[config.mk]
export PLATFORM = sky130hd
export DESIGN_NAME = fetch_unit_flat
export DESIGN_NICKNAME = d
export VERILOG_FILES = /design/src/rtl/fetch_unit_if.sv /design/src/rtl/fetch_unit.sv /design/src/flat_wrapper.sv
export SDC_FILE = /design/constraint.sdc
export NUM_CORES = 1
export LEC_CHECK = 0
export ABC_CLOCK_PERIOD_IN_PS = 2000
export BUFFER_PORTS_ARGS = -buffer_cell sky130_fd_sc_hd__clkbuf_2
export CAP_MARGIN = 30
export CORE_ASPECT_RATIO = 1.5
export CORE_MARGIN = 2
export CORE_UTILIZATION = 35
export CTS_BUF_LIST = sky130_fd_sc_hd__clkbuf_8
export DETAILED_ROUTE_END_ITERATION = 16
export PLACE_DENSITY_LB_ADDON = 0.3
export SETUP_SLACK_MARGIN = 0.4
export SLEW_MARGIN = 5
export SYNTH_ARGS = -nofsm -noshare
export SYNTH_HDL_FRONTEND = slang
export SYNTH_SLANG_ARGS = --single-unit
[constraint.sdc]
create_clock -name clk -period 2 [get_ports clk]
set_input_delay 0.1 -clock clk [delete_from_list [all_inputs] [get_ports clk]]
set_output_delay 0.1 -clock clk [all_outputs]
set_load 0.005 [all_outputs]
[src/rtl/fetch_unit_if.sv]
// Memory/decoder side bus of the fetch unit: address and instruction out,
// data byte and decoder verdicts in.
interface fetch_unit_if;
   logic [7:0] dataBus;
   logic       doJump;
   logic       immediate;
   logic [7:0] ir;
   logic [7:0] pc;

   modport master (
      input  dataBus,
      input  doJump,
      input  immediate,
      output ir,
      output pc
   );

   modport slave (
      output dataBus,
      output doJump,
      output immediate,
      input  ir,
      input  pc
   );
endinterface

[src/rtl/fetch_unit.sv]
// Two-phase instruction fetch/execute sequencer with halt and single-step control.
//
// state | meaning
// HALT  | idle; pc/ir/instrCount hold; leaves on run or a step rising edge
// FETCH | latch instruction byte from dataBus into ir, advance pc
// EXEC  | apply jump/immediate to pc, retire instruction
// BAD   | unreachable encoding; recovers to HALT on the next clock
module fetch_unit (
   input  logic               clk,
   input  logic               resetBar,
   input  logic               run,
   input  logic               step,
   fetch_unit_if.master       bus,
   output logic [1:0]         phase,
   output logic               fetchStrobe,
   output logic               execValid,
   output logic               halted,
   output logic [15:0]        instrCount
);

   typedef enum logic [1:0] {
      HALT  = 2'b00,
      FETCH = 2'b01,
      EXEC  = 2'b10,
      BAD   = 2'b11
   } state_t;

   state_t     state;
   logic [7:0] pcReg;
   logic [7:0] irReg;
   logic       stepPrev;

   // stepPrev resets high so a step already asserted at release is not an edge.
   always_ff @(posedge clk or negedge resetBar) begin
      if (!resetBar) begin
         state      <= HALT;
         pcReg      <= 8'h00;
         irReg      <= 8'h00;
         instrCount <= 16'h0000;
         stepPrev   <= 1'b1;
      end else begin
         stepPrev <= step;
         case (state)
            HALT: begin
               if (run || (step && !stepPrev))
                  state <= FETCH;
            end
            FETCH: begin
               irReg <= bus.dataBus;
               pcReg <= pcReg + 8'd1;
               state <= EXEC;
            end
            EXEC: begin
               if (bus.doJump)
                  pcReg <= bus.dataBus;
               else if (bus.immediate)
                  pcReg <= pcReg + 8'd1;
               instrCount <= instrCount + 16'd1;
               state      <= run ? FETCH : HALT;
            end
            default: state <= HALT;
         endcase
      end
   end

   assign phase       = state;
   assign fetchStrobe = (state == FETCH);
   assign execValid   = (state == EXEC);
   assign halted      = (state == HALT);
   assign bus.pc      = pcReg;
   assign bus.ir      = irReg;

endmodule

[src/flat_wrapper.sv]
// flat-port wrapper written by rule: the top's interface ports become plain ports
module fetch_unit_flat 
  (clk, resetBar, run, step, phase, fetchStrobe, execValid, halted, instrCount, bus_dataBus, bus_doJump, bus_immediate, bus_ir, bus_pc);
  fetch_unit_if bus_i ();
  input  logic clk;
  input  logic resetBar;
  input  logic run;
  input  logic step;
  output logic [1:0] phase;
  output logic fetchStrobe;
  output logic execValid;
  output logic halted;
  output logic [15:0] instrCount;
  input wire logic [$bits(bus_i.dataBus)-1:0] bus_dataBus;
  input wire logic [$bits(bus_i.doJump)-1:0] bus_doJump;
  input wire logic [$bits(bus_i.immediate)-1:0] bus_immediate;
  output wire logic [$bits(bus_i.ir)-1:0] bus_ir;
  output wire logic [$bits(bus_i.pc)-1:0] bus_pc;
  assign bus_i.dataBus = bus_dataBus;
  assign bus_i.doJump = bus_doJump;
  assign bus_i.immediate = bus_immediate;
  assign bus_ir = bus_i.ir;
  assign bus_pc = bus_i.pc;
  fetch_unit u_core (.clk(clk), .resetBar(resetBar), .run(run), .step(step), .bus(bus_i), .phase(phase), .fetchStrobe(fetchStrobe), .execValid(execValid), .halted(halted), .instrCount(instrCount));
endmodule
* Yosys cells after proc, flatten, opt, wreduce, memory -nomap -nowiden
Cells that the tools add are included.
** Word-level totals
- Bits in registers :: 35
- Logic and storage cells :: 23
- Input port bits :: 14
- Output and inout bits :: 37
** Operators by class
- Equal/unequal tests :: 4
- Add/subtract/negate cells :: 2
- Reduce and logical (&&, ||, !) cells :: 6
- Muxes and demuxes :: 6
** Operators with widths (count)
- adder 16 x 1 -> 16 bit (second input constant) :: 1
- two-way mux 8 bit :: 2
- one-hot mux 8 bit (2 select lines) :: 1
- adder 8 x 1 -> 8 bit (second input constant) :: 1
- one-hot mux 2 bit (3 select lines) :: 1
- inequality test 3 x 1 -> 1 bit (second input constant) :: 1
- == test 2 x 1 -> 1 bit (second input constant) :: 1
- == test 2 bit (second input constant) :: 1
- logical NOT 2 bit :: 1
- two-way mux 2 bit :: 1
- inequality test 2 x 1 -> 1 bit (second input constant) :: 1
- AND reduction 2 bit :: 1
- nonzero test 2 bit :: 1
- logical AND 1 bit :: 1
- logical NOT 1 bit :: 1
- logical OR 1 bit :: 1
- two-way mux 1 bit :: 1

* Depth between registers and ports, before layout
Gate-level depths: netlist (run 1).
- Depth after elaboration :: 5
- Depth in mapped cells :: 7
- Gate-level depth less buffers :: 5

* Least setup slack after synthesis (run 1)
Ideal clock, no wire load.
- Path type :: register to register
- From :: register u_core.state[0] (netlist: u_core.phase[0])
- To :: register u_core.pcReg[5] (netlist: u_core.bus.pc[5])
- Setup slack :: 0.509 ns
- Stages on the path, launching flop included :: 6
- Required time :: 1.878 ns
- Data arrival time :: 1.369 ns
- Buffers on the path :: 1
- Setup time :: 0.122 ns
- Cell sequence :: dfrtp_1 > and3b_1 > buf_6 > or4b_4 > o21ai_2 > a21oi_2
** On the way
- Cells in the longest elaborated chain, start to end :: 3
- Elaborated cells on any way between the ends :: 6
- Classes of those cells :: 3 x eq/ne; 1 x mux; 2 x reduce/logical
** Ends and longest elaborated chain
- start: declaration :: line fetch_unit.sv:28 : state_t state;
- start signal: assignment :: line fetch_unit.sv:59 : state <= run ? FETCH : HALT;
- == test 2 bit or == test 2 x 1 -> 1 bit (tied branches) :: line fetch_unit.sv:43 : case (state)
- inequality test 3 x 1 -> 1 bit (no line) or nonzero test 2 bit (tied branches)
- AND reduction 2 bit (no line)
- end signal: assignment :: line fetch_unit.sv:50 : pcReg <= pcReg + 8'd1;
- end signal: assignment :: line fetch_unit.sv:55 : pcReg <= bus.dataBus;
- end signal: assignment :: line fetch_unit.sv:57 : pcReg <= pcReg + 8'd1;
- end: declaration :: line fetch_unit.sv:29 : logic [7:0] pcReg;
Several ways; a longest one is shown, not always the timed one.
A chain may end at the register's enable or synchronous reset.

* Worst setup path in the final report (run 1)
- From :: register u_core.state[1] (netlist: u_core.phase[1])
- To :: register u_core.pcReg[5] (netlist: u_core.bus.pc[5])
Same word-level chain as after synthesis.

==> impl_metrics.json, run 1 <==
{
  "status": "completed",
  "power_mw": 2.25,
  "cts_tree": "yes",
  "finClkSkew_ps": 8.66,
  "clock-sinks": 35,
  "synth-edff-count": 0,
  "gp_congestion": 0.778,
  "setup_viol": 0,
  "nFillCells": 475,
  "arrival_ps": 1690,
  "globalRouteOverflowTotal": 0,
  "multi_input_area_um2": 711,
  "start_kind": "flop",
  "max-cap-violations": 0,
  "clk_pin_slew_ps": 70,
  "die_w_um": 59.6,
  "finalNonFillerCells": 267,
  "first_pass_iters": 4,
  "syn_nets": 175,
  "antenna_found_initial": 0,
  "synth_area_per_cell_um2": 10.2,
  "layout_worst_path_cycle_share_pct": 75.8,
  "min_period_ps": 1520,
  "globalRouteTotalUtil_pct": 15.6,
  "clockBufferDepth": 2,
  "yosysUniqueCellTypes": 36,
  "grt_pass1_vias": 1345,
  "p_per_area_nw_per_um2": 1090,
  "syn_inst": 159,
  "coreArea_um2": 4500,
  "insertion_delay_ps": 290,
  "cts_buffers": 5,
  "numPlacedInstances": 254,
  "grt_max_degree": 36,
  "cp.required_ps": 2170,
  "grt_setup_unrepaired": "false",
  "r2r_slack_ps": 480,
  "maxSlewViolCount": 0,
  "hold_viol_final": 0,
  "grt_pass1_wl_um": 6150,
  "dp.final_hpwl_um": 2610,
  "ys_ff_latch": 35,
  "drcViolationCount": 0,
  "final_nets": 234,
  "fin_util_pct": 45.7,
  "yosys_warnings": 0,
  "ant_nets": 0,
  "io_pins": 51,
  "drive_gt1_share_pct": 35.6,
  "io_buffers": 50,
  "async_reset_ff_share_pct": 100,
  "cp-end-kind": "flop",
  "crit_type": "reg -> reg",
  "area_growth_pct": 26.9,
  "via_count": 1342,
  "fmax_ghz": 0.659,
  "fp.dieArea_um2": 5200,
  "setup_ws_ps": 484,
  "drtIter0Drc": 84,
  "finalSetupTns_ps": 0,
  "ys_seq_area_share_pct": 54.1,
  "crit_fanout": 9,
  "wl_per_cell_um": 13.3,
  "diodes": 0,
  "syn_area_um2": 1620,
  "worstMarginPinSlew_ps": 256,
  "wl_um": 3560,
  "pre_cts_slack_ps": 368,
  "drt-vias-per-instance": 5.03,
  "core.rowCount": 30,
  "peakVddDrop_mv": 0.542,
  "relSlewSlack_pct": 82.9,
  "hold_class": "in -> reg",
  "root_buffer": "clkbuf_8",
  "regArea_um2": 880,
  "synth_ff_type": "dfrtp_1",
  "h-tree-depth": 2,
  "die_y_um": 87.3,
  "power_leakage_nw": 1.06,
  "start_util_pct": 36.0
}
## per-stage QoR
| stage | cell area [um2] | hold slack [ps] |
|---|---|---|
| floorplan | 1620 | -196 |
| global placement | 1900 | 202 |
| detailed placement | 1900 | 205 |
| CTS | 2010 | 17.0 |
| global route | 2060 | 28.7 |
| finish | 2060 | 25.8 |
## report_power, final
part	switching, mW	internal [mW]
Sequential	0.203	0.888
Combinational	0.319	0.343
Clock	0.257	0.238
Total	0.779	1.47
## layout by cell type, fill, tap and decap left out, types with 4 or more instances in the layout
master,n
dfrtp_1,32
nand2_1,40
nand4_1,4
o21ai_0,5
a21oi_1,5
nor2_1,8
clkbuf_2,50
xor2_1,6
nand3_1,6
clkbuf_8,5
xnor2_1,9
## sequential cells by signal, indices dropped and copies added, names as in the netlist
signal / count
u_core.stepPrev: 1
u_core.bus.ir: 8
u_core.bus.pc: 8
u_core.instrCount: 16
u_core.phase: 2
## worst max-delay path: stages, from the launching register on
cell,delay (ps)
dfrtp_2,460
and3b_1,260
or4b_4,540
o21ai_2,80
a21oi_2,70
## layer usage
metal | up-vias | track usage [%] | routed length, um
met2 | 44 | 25.8 | 1720
met5 | - | 0 | 0
li1 | 663 | - | -
met3 | 2 | 5.94 | 228
met4 | 0 | 3.64 | 21
met1 | 633 | 18.9 | 1590
## worst paths after layout
check,cells past startpoint,from,endpoint
max,4,u_core.phase[1],u_core.bus.pc[5]
min,3,bus_dataBus[6],u_core.bus.ir[6]
max reg2reg,4,u_core.phase[1],u_core.bus.pc[5]
min reg2reg,1,u_core.instrCount[15],u_core.instrCount[15]
max in group asynchronous,3,resetBar,u_core.stepPrev
min in group asynchronous,2,resetBar,u_core.instrCount[9]
## final cells by class
class / instances / share of cell area [%]
clock buffer: 5 / 3.35
clock inverter: 3 / 0.730
inverter: 2 / 0.487
multi-input combinational: 118 / 34.5
sequential: 35 / 42.8
tap: 48 / 2.92
timing repair buffer: 56 / 15.2
## cell usage after synthesis (2+ instances only)
cell,n,area (um2)
nand2_1,40,150
or2_2,2,12.5
o22ai_1,3,18.8
dfrtp_1,34,851
nor2_1,8,30.0
nand4_1,4,25.0
a22o_1,2,17.5
xnor2_1,9,78.8
nand3b_1,2,15.0
a31oi_1,2,12.5
xor2_1,6,52.6
a21oi_1,5,25.0
buf_6,3,33.8
ha_1,2,25.0
nor3b_1,2,15.0
nor3_1,3,15.0
and3_1,3,18.8
o21ai_0,5,25.0
nand3_1,6,30.0
nand2b_1,2,12.5
## what timing repair did
action,4_1_cts,5_1_grt
setup buffers,0,2
resized for setup,1,6
endpoints found under the setup margin,3,11
pin swaps,0,0
endpoints found under the hold margin,35,0
hold buffers,2,0
## logic make-up after synthesis
family | count (synthesis) | share of synthesized area, %
and+or+nand+nor | 77 | 23.2
adders and majority gates | 2 | 1.54
muxes | 1 | 0.695
xor gates and xnor gates | 15 | 8.11
DFF | 35 | 54.1
AOI/OAI and AO/OA | 23 | 9.34
buffers and inverters | 6 | 3.01
Power figures use the tool's default switching activity.
==> run 2: changes to the inputs <==
- ABC_CLOCK_PERIOD_IN_PS: 2000 -> 1540
- clock period: 2 -> 1.54 ns (I/O delays scaled with it)
==> impl_metrics.json, run 2 (same netlist as run 1, synthesis figures left out) <==
{
  "clock-sinks": 35,
  "top_register": "u_core.instrCount",
  "grt_pass1_wl_um": 7040,
  "cts_buffers": 5,
  "drive_gt1_share_pct": 54.7,
  "drcViolationCount": 0,
  "drtIter0Drc": 122,
  "p_int_mw": 2.42,
  "p_comb_share_pct": 37.3,
  "ant_nets": 0,
  "cts_tree": "yes",
  "core.rowCount": 30,
  "die_y_um": 87.3,
  "die_w_um": 59.6,
  "p_per_area_nw_per_um2": 1430,
  "setup_ws_ps": 68.5,
  "coreArea_um2": 4500,
  "relSlewSlack_pct": 65.3,
  "hold_viol_final": 0,
  "grt_pass1_vias": 1569,
  "wl_um": 4330,
  "numPlacedInstances": 262,
  "pwr-share-seq_pct": 39.0,
  "maxSlewViolCount": 0,
  "largest_reg_flops": 16,
  "grt_max_degree": 19,
  "cp-end-kind": "flop",
  "wl_per_cell_um": 14.7,
  "insertion_delay_ps": 290,
  "max-cap-violations": 0,
  "sw_frac_of_total_pct": 33.6,
  "finalSetupTns_ps": 0,
  "io_pins": 51,
  "globalRouteOverflowTotal": 0,
  "power_mw": 3.64,
  "cp.required_ps": 1720,
  "layout_commonest_cell": "clkbuf_2",
  "peakVddDrop_mv": 1.04,
  "min_period_ps": 1470,
  "regArea_um2": 880,
  "grt_setup_unrepaired": "true",
  "power_frac_clock_pct": 23.7,
  "crit_type": "reg -> reg",
  "clk_pin_slew_ps": 80,
  "start_kind": "flop",
  "setup_viol": 0,
  "worstMarginPinSlew_ps": 521,
  "drt-vias-per-instance": 5.13,
  "diodes": 0,
  "root_buffer": "clkbuf_8",
  "via_count": 1513,
  "crit_fanout": 8,
  "finalNonFillerCells": 295,
  "mostFrequentLayoutCells": "clkbuf_2 (48), dfrtp_1 (32), nand2_1 (26), buf_4 (18)",
  "start_util_pct": 36.0,
  "fp.dieArea_um2": 5200,
  "area_growth_pct": 57.3,
  "nFillCells": 405,
  "hold_class": "in -> reg",
  "antenna_found_initial": 0,
  "io_buffers": 50,
  "power_leakage_nw": 1.30,
  "gp_congestion": 0.878,
  "multi_input_area_um2": 898,
  "finClkSkew_ps": 10.4,
  "first_pass_iters": 4,
  "h-tree-depth": 2,
  "status": "completed",
  "clockBufferDepth": 2,
  "fmax_ghz": 0.680,
  "dp.final_hpwl_um": 2750,
  "final_nets": 262,
  "globalRouteTotalUtil_pct": 17.6,
  "arrival_ps": 1650,
  "layout_worst_path_cycle_share_pct": 95.6,
  "power.switching_mw": 1.22,
  "pre_cts_slack_ps": 84.1
}
==> run 2: through the flow <==
stage	cell area [um2]	util, %	hold slack (ps)
global route	2550	56.6	13.6
finish	2550	56.6	4.68
detailed placement	2020	44.8	68.1
floorplan	1670	-	-219
global placement	2020	44.8	56.6
CTS	2360	52.4	1.85
==> run 2: layout make-up <==
class | instances | share of cell area, %
clock buffer | 6 | 3.24
inverter | 2 | 0.589
sequential | 35 | 34.5
clock inverter | 2 | 1.37
multi-input combinational | 119 | 35.2
timing repair buffer | 83 | 22.7
tap | 48 | 2.36
==> run 2: worst paths after layout <==
path	from	end	slack, ps	depth (start not counted)
setup / recovery	u_core.phase[1]	u_core.bus.pc[5]	70	4
hold / removal	run	u_core.phase[0]	5	3
setup reg to reg	u_core.phase[1]	u_core.bus.pc[5]	70	4
hold reg to reg	u_core.instrCount[15]	u_core.instrCount[15]	460	1
max in group asynchronous	resetBar	u_core.instrCount[8]	750	3
min in group asynchronous	resetBar	u_core.instrCount[6]	300	2
==> run 2: timing repair <==
action / CTS / global route
endpoints found under the setup margin: 23 / 38
cloned: 1 / 0
setup buffers: 16 / 3
hold buffers: 5 / 0
pin swaps: 9 / 12
resized for setup: 11 / 44
hold endpoints to repair: 20 / 0
==> run 2: routing by layer <==
| layer | wire (um) | track usage (%) |
|---|---|---|
| met5 | 0 | 0 |
| met4 | 70 | 6.26 |
| met3 | 196 | 4.75 |
| met2 | 2170 | 29.7 |
| met1 | 1890 | 21.1 |
==> run 2: power groups by stage <==
stage,clock network [mW],logic (mW),registers [mW]
6_report,0.862,1.36,1.42
5_1_grt,0.929,1.51,1.45
2_1_floorplan,0,0.521,1.41
3_3_place_gp,0,0.976,1.40
3_5_place_dp,0,0.993,1.40
4_1_cts,0.886,1.18,1.38
==> run 2: worst max-delay path, cell delays in order (launching register included) <==
cell,delay (ps)
dfrtp_2,470
and3b_2,260
or4b_4,490
o21ai_2,80
a21oi_2,70
